`config.mk`:
```
export PLATFORM = sky130hd
export DESIGN_NAME = uart_tx_fifo
export DESIGN_NICKNAME = d
export VERILOG_FILES = /design/src/rtl/uart_tx_fifo.sv
export SDC_FILE = /design/constraint.sdc
export NUM_CORES = 1
export LEC_CHECK = 0
export CAP_MARGIN = 30
export CORE_ASPECT_RATIO = 1.4
export CORE_MARGIN = 2
export CORE_UTILIZATION = 55
export DETAILED_ROUTE_END_ITERATION = 8
export GPL_ROUTABILITY_DRIVEN = 0
export PLACE_DENSITY_LB_ADDON = 0.1
export SYNTH_ARGS = -nofsm -noshare
export SYNTH_HDL_FRONTEND = slang
export SYNTH_SLANG_ARGS = --single-unit
```
`constraint.sdc`:
```
create_clock -name clk -period 3.5 [get_ports clk]
set_input_delay 0.7 -clock clk [delete_from_list [all_inputs] [get_ports clk]]
set_output_delay 0.7 -clock clk [all_outputs]
set_load 0.02 [all_outputs]
```
`src/rtl/uart_tx_fifo.sv`:
```
// UART transmitter fed by a small input FIFO: LSB-first frames with optional
// parity and one or two stop bits, sent back-to-back while words are buffered.
module uart_tx_fifo #(
  parameter int DATA_BITS    = 8,
  parameter int CLKS_PER_BIT = 16,
  parameter int PARITY       = 0,
  parameter int STOP_BITS    = 1,
  parameter int FIFO_DEPTH   = 4
) (
  input  logic                            clk,
  input  logic                            rst,
  input  logic                            en,
  input  logic [DATA_BITS-1:0]            in_data,
  input  logic                            in_valid,
  output logic                            in_ready,
  output logic                            out,
  output logic                            busy,
  output logic                            done,
  output logic [$clog2(FIFO_DEPTH+1)-1:0] fifo_count
);
  localparam int CW = $clog2(FIFO_DEPTH + 1);
  localparam int AW = $clog2(FIFO_DEPTH);
  localparam int BW = (CLKS_PER_BIT > 1) ? $clog2(CLKS_PER_BIT) : 1;
  localparam logic [BW-1:0] BAUD_LAST  = BW'(CLKS_PER_BIT - 1);
  localparam logic [3:0]    DATA_LAST  = 4'(DATA_BITS - 1);
  localparam logic [3:0]    STOP_LAST  = 4'(STOP_BITS - 1);
  localparam logic [CW-1:0] FULL_COUNT = CW'(FIFO_DEPTH);

  if (DATA_BITS < 5 || DATA_BITS > 9 || CLKS_PER_BIT < 1 || PARITY < 0 || PARITY > 2 ||
      STOP_BITS < 1 || STOP_BITS > 2 || FIFO_DEPTH < 2 ||
      (FIFO_DEPTH & (FIFO_DEPTH - 1)) != 0) begin : gBadParams
    $error("uart_tx_fifo: illegal parameter value");
  end

  typedef enum logic [2:0] {S_IDLE, S_START, S_DATA, S_PARITY, S_STOP} state_e;

  state_e               state_q;
  logic [BW-1:0]        baudCnt_q;
  logic [3:0]           bitIdx_q;
  logic [DATA_BITS-1:0] shift_q;
  logic                 parity_q, out_q, busy_q, done_q;
  logic [AW-1:0]        wrPtr_q, rdPtr_q;
  logic [CW-1:0]        count_q, count_d;
  logic [DATA_BITS-1:0] mem_q [FIFO_DEPTH];
  logic [DATA_BITS-1:0] head;
  logic                 push, pop, bitEnd, frameEnd, headParity;

  assign head       = mem_q[rdPtr_q];
  assign in_ready   = (count_q != FULL_COUNT);
  assign push       = in_valid && in_ready;
  assign bitEnd     = en && (baudCnt_q == BAUD_LAST);
  assign frameEnd   = bitEnd && (state_q == S_STOP) && (bitIdx_q == STOP_LAST);
  assign pop        = en && (count_q != '0) && ((state_q == S_IDLE) || frameEnd);
  assign headParity = (PARITY == 1) ? ~^head : ^head;

  assign out        = out_q;
  assign busy       = busy_q;
  assign done       = done_q;
  assign fifo_count = count_q;

  always_comb begin
    count_d = count_q;
    if (push && !pop)      count_d = count_q + CW'(1);
    else if (pop && !push) count_d = count_q - CW'(1);
  end

  always_ff @(posedge clk) begin
    if (push) mem_q[wrPtr_q] <= in_data;
  end

  // A pop always launches a START bit, whether from IDLE or straight out of the last stop bit.
  always_ff @(posedge clk) begin
    if (rst) begin
      state_q   <= S_IDLE;
      baudCnt_q <= '0;
      bitIdx_q  <= '0;
      shift_q   <= '0;
      parity_q  <= 1'b0;
      out_q     <= 1'b1;
      busy_q    <= 1'b0;
      done_q    <= 1'b0;
      wrPtr_q   <= '0;
      rdPtr_q   <= '0;
      count_q   <= '0;
    end else begin
      count_q <= count_d;
      done_q  <= frameEnd;
      if (push) wrPtr_q <= wrPtr_q + 1'b1;
      if (pop) begin
        rdPtr_q   <= rdPtr_q + 1'b1;
        shift_q   <= head;
        parity_q  <= headParity;
        state_q   <= S_START;
        baudCnt_q <= '0;
        bitIdx_q  <= '0;
        out_q     <= 1'b0;
        busy_q    <= 1'b1;
      end else if (state_q == S_IDLE) begin
        out_q  <= 1'b1;
        busy_q <= 1'b0;
      end else if (en) begin
        if (!bitEnd) begin
          baudCnt_q <= baudCnt_q + 1'b1;
        end else begin
          baudCnt_q <= '0;
          case (state_q)
            S_START: begin
              state_q  <= S_DATA;
              bitIdx_q <= '0;
              out_q    <= shift_q[0];
            end
            S_DATA: begin
              if (bitIdx_q == DATA_LAST) begin
                bitIdx_q <= '0;
                if (PARITY != 0) begin
                  state_q <= S_PARITY;
                  out_q   <= parity_q;
                end else begin
                  state_q <= S_STOP;
                  out_q   <= 1'b1;
                end
              end else begin
                bitIdx_q <= bitIdx_q + 4'd1;
                shift_q  <= shift_q >> 1;
                out_q    <= shift_q[1];
              end
            end
            S_PARITY: begin
              state_q  <= S_STOP;
              bitIdx_q <= '0;
              out_q    <= 1'b1;
            end
            S_STOP: begin
              if (bitIdx_q == STOP_LAST) begin
                state_q <= S_IDLE;
                out_q   <= 1'b1;
                busy_q  <= 1'b0;
              end else begin
                bitIdx_q <= bitIdx_q + 4'd1;
              end
            end
            default: state_q <= S_IDLE;
          endcase
        end
      end
    end
  end
endmodule
```
==> summary.md <==
| Metric | Value |
|---|---|
| Outcome | completed |
| Comb pwr share | between 20 and 30% |
| Layout cells sized above 1 | 15.2% |
| Worst hold path class | flip-flop to flip-flop |
| Ys async rst share | 0% |
| Placed cells | just under 300 |
| Final TNS setup | 0 ns |
| Hold path depth | 2 |
| Area Growth Syn to Fin | 15.9% |
| Synth Area in Compound Gates | 12.6% |
| Cts repair resizes | 0 |
| Crit path launch type | primary input |
| Reg-to-Reg End | fifo_count[2]$_SDFFE_PP0P_ |
| Antenna-violating nets left | 0 |
| Cell area after synthesis | 2730 µm² |
| Starting DRT DRC Count | about 170 |
| Static leakage | 1.11 nW |
| Post-synthesis adder-cell area fraction | ~4.4% |
| CP endpoint | fifo_count[2]$_SDFFE_PP0P_ |
| Post-Synth XOR/XNOR Area | 1.28% |
| Internal power | 1.56 mW |
| Yosys cell types | approximately 50 |
| Worst setup EP type | flip-flop |
| Most area-consuming cells after synthesis | edfxtp_1 (35%), dfxtp_1 (23%), mux4_2 (6.6%), a21oi_1 (3.7%), ha_1 (3.7%) |
| Relative slew slack | 45.5% |
| Post-synth EDFFs | 32 |
| Worst-Margin Slew | about 0.81 ns |
| ANT cells | 0 |
| Yosys warning count | 0 |
| Highest Clock Rate | 338 MHz |
| CTS tree | yes |
| Final Setup Violations | 0 |
| R2R Setup Slk | 0.77 ns |
| # port buffers | 18 |
| Crit path from | en |
| Worst VDD drop | around 0.00037 V |
| Ports | 19 |
| Via count | 1797 |
| Simple-Gate Fraction of Synth Area | 12.0% |
| Final instance area | between 3000 and 4000 µm² |
| Seq pwr share | 44.9% |
| P_sw | 659 µW |
| Die Footprint | 5550 µm² |
| Slew Limit Fails | 0 |
| Root Buffer | clkbuf_8 |
| Period utilisation layout | 84.6% |
| Core Util, Final | 65.8% |
| Initial antenna violation count | 0 |
| Number of global-route vias before repair | around 1900 |
| Clk_lat worst skew | 0.33 ns |
| Clk sinks | 63 |
| Critical R2R Launch | bitIdx_q[0]$_SDFFE_PP0P_ |
| Core ar. | 4800 µm² |
| RSZ-0062 raised after global routing | no |
| DP Wirelength | 3.80 mm |
| CP Cell Sequence | clkdlybuf4s50_1, nand4_2, o21a_1, or2_1, ha_1, inv_1, fa_1, xor2_1, or3_1, a21oi_1 |
| Worst-path fanout max | 10 |
| All-layer global routing usage | 21.5% |
| Layout Nets | 260 |
| Synth cell count leaders | edfxtp_1 (32), dfxtp_1 (31), a21oi_1 (20) |
| DIE WIDTH | 63.5 µm |
| Num rows | 30 |
| Sw Share | 29.7% |
| Post-Syn Area per Cell | 12.5 µm² |
| Layout Cells excl Fill | 308 |
| Post-synth top area share | 35.2% |
| Slowest stage delay, CP | 0.53 ns |
| Drt drc | 0 |
| Clk pwr share | 30.1% |
| Net count after synthesis | 239 |
| Largest family of logic cells by synthesized area | compound AO/OA/AOI/OAI gates |
| Gate Count Post-Synth | 218 |
| Die Y | 87.4 µm |
| Pin count of the biggest net entering global routing | 22 |
| Post-synthesis sequential area ratio | 57.9% |
| Placed cell areas | about 3000 µm² |
| First-pass DRT Iterations | 4 |
| Register clock-pin slew on the reported worst setup and hold paths | around 0.07 ns |
| Synthesis-stage register bit count | 63 |
| Worst endpoint required time | 3.75 ns |
| CTS Buf Count | 9 |
| Max_cap viols | 0 |
| Number of cells on the worst reg-to-reg path | 11 |
| First-pass GRT wire length | 8.95 mm |
| Setup bufs post-CTS | 0 |
| Crit path arrival time | 3.21 ns |
| Total global routing overflow | 0 |
| Top-count cell post-synth | edfxtp_1 |
| Synth area leader | edfxtp_1 |
| Worst hold slack | 0.490 ns |
| Mux share of post-synthesis cell area | 8.07% |
| Fin crit period | 2.96 ns |
| PwrDens | 701 nW/µm² |
| CP max stage cell | clkdlybuf4s50_1 |
| Average wire per cell in the routed design | 17.0 µm |
| Initial core utilization | around 57% |
| Worst-case clock buffer depth | 2 |
| Total detailed-routing wirelength | 5.24 mm |
| Final hold viol count | 0 |
| Main synth FF type | edfxtp_1 |
| Final clock skew | 0.00658 ns |
| Kind of critical path | primary input to flip-flop |
| H-Tree Depth | 3 |
| Hold buffer count at CTS | 0 |
| Via density | 5.83 |
## final cells by class
class	instances	area (µm²)
clock buffers	9	124
clock inverters	7	87.6
fillers	378	1640
inverters	13	48.8
multi-input cells	132	1050
flip-flops and latches	63	1580
well taps	64	80.1
repair buffers	20	195
## power by group through the flow
stage	Clock, mW	Combinational, mW	Sequential (mW)
2_1_floorplan	0	0.386	0.992
3_3_place_gp	0	0.518	1.00
3_5_place_dp	0	0.555	1.01
4_1_cts	0.681	0.559	0.996
5_1_grt	0.711	0.614	1.01
6_report	0.668	0.554	0.996
## registers in the layout, indices dropped and copies added, names as in the netlist, 2 cells and up, named ones only
signal and count:
baudCnt_q 4, bitIdx_q 4, fifo_count 3, mem_q 32
rdPtr_q 2, shift_q 8, state_q 3, wrPtr_q 2
## worst min-delay path by stage
stage                                    startpoint                        end  slack, ns
final                     baudCnt_q[1]$_SDFFE_PP0P_  baudCnt_q[1]$_SDFFE_PP0P_       0.49
after global routing      baudCnt_q[1]$_SDFFE_PP0P_  baudCnt_q[1]$_SDFFE_PP0P_       0.52
after CTS                 baudCnt_q[1]$_SDFFE_PP0P_  baudCnt_q[1]$_SDFFE_PP0P_       0.49
after detailed placement          busy$_SDFFE_PP0P_          busy$_SDFFE_PP0P_       0.48
after global placement    baudCnt_q[1]$_SDFFE_PP0P_  baudCnt_q[1]$_SDFFE_PP0P_       0.46
after floorplan           baudCnt_q[1]$_SDFFE_PP0P_  baudCnt_q[1]$_SDFFE_PP0P_       0.45
## per-layer routing
layer	vias to the layer above	wire [µm]	track usage [%]
li1	870	-	-
met1	882	2010	23.1
met2	33	2950	39.7
met3	12	149	4.53
met4	0	127	10.7
met5	-	0	0
## cell families after synthesis
kind of cell,Yosys count
AOI/OAI and AO/OA,49
DFF,63
xor gates and xnor gates,4
adders and majority gates,9
muxes,12
and+or+nand+nor,58
buffers and inverters,23
## metrics by stage
stage | setup WS (ns) | total power [mW]
detailed placement | 0.210 | 1.57
CTS | 0.552 | 2.24
finish | 0.540 | 2.22
global placement | 0.319 | 1.52
floorplan | 0.838 | 1.38
global route | 0.350 | 2.34
## critical path, delay by kind of cell
kind                     cells  cell delay (ns)
XOR/XNOR                     1             0.19
buffers and inverters        2             0.60
AO/OA/AOI/OAI                2             0.46
adder cells (fa/ha/maj)      2             0.56
AND/OR/NAND/NOR              3             0.71
## cell usage in the layout, fill, tap and decap left out, types with 8 or more instances in the layout
cell type / netlist / layout
a21oi_1: 20 / 20
clkbuf_8: 0 / 9
clkdlybuf4s50_1: 0 / 18
dfxtp_1: 31 / 31
edfxtp_1: 32 / 32
ha_1: 8 / 8
inv_1: 13 / 13
mux4_2: 8 / 8
nand2_1: 8 / 8
nor2_1: 16 / 16
(Power assumes the default switching activity.)
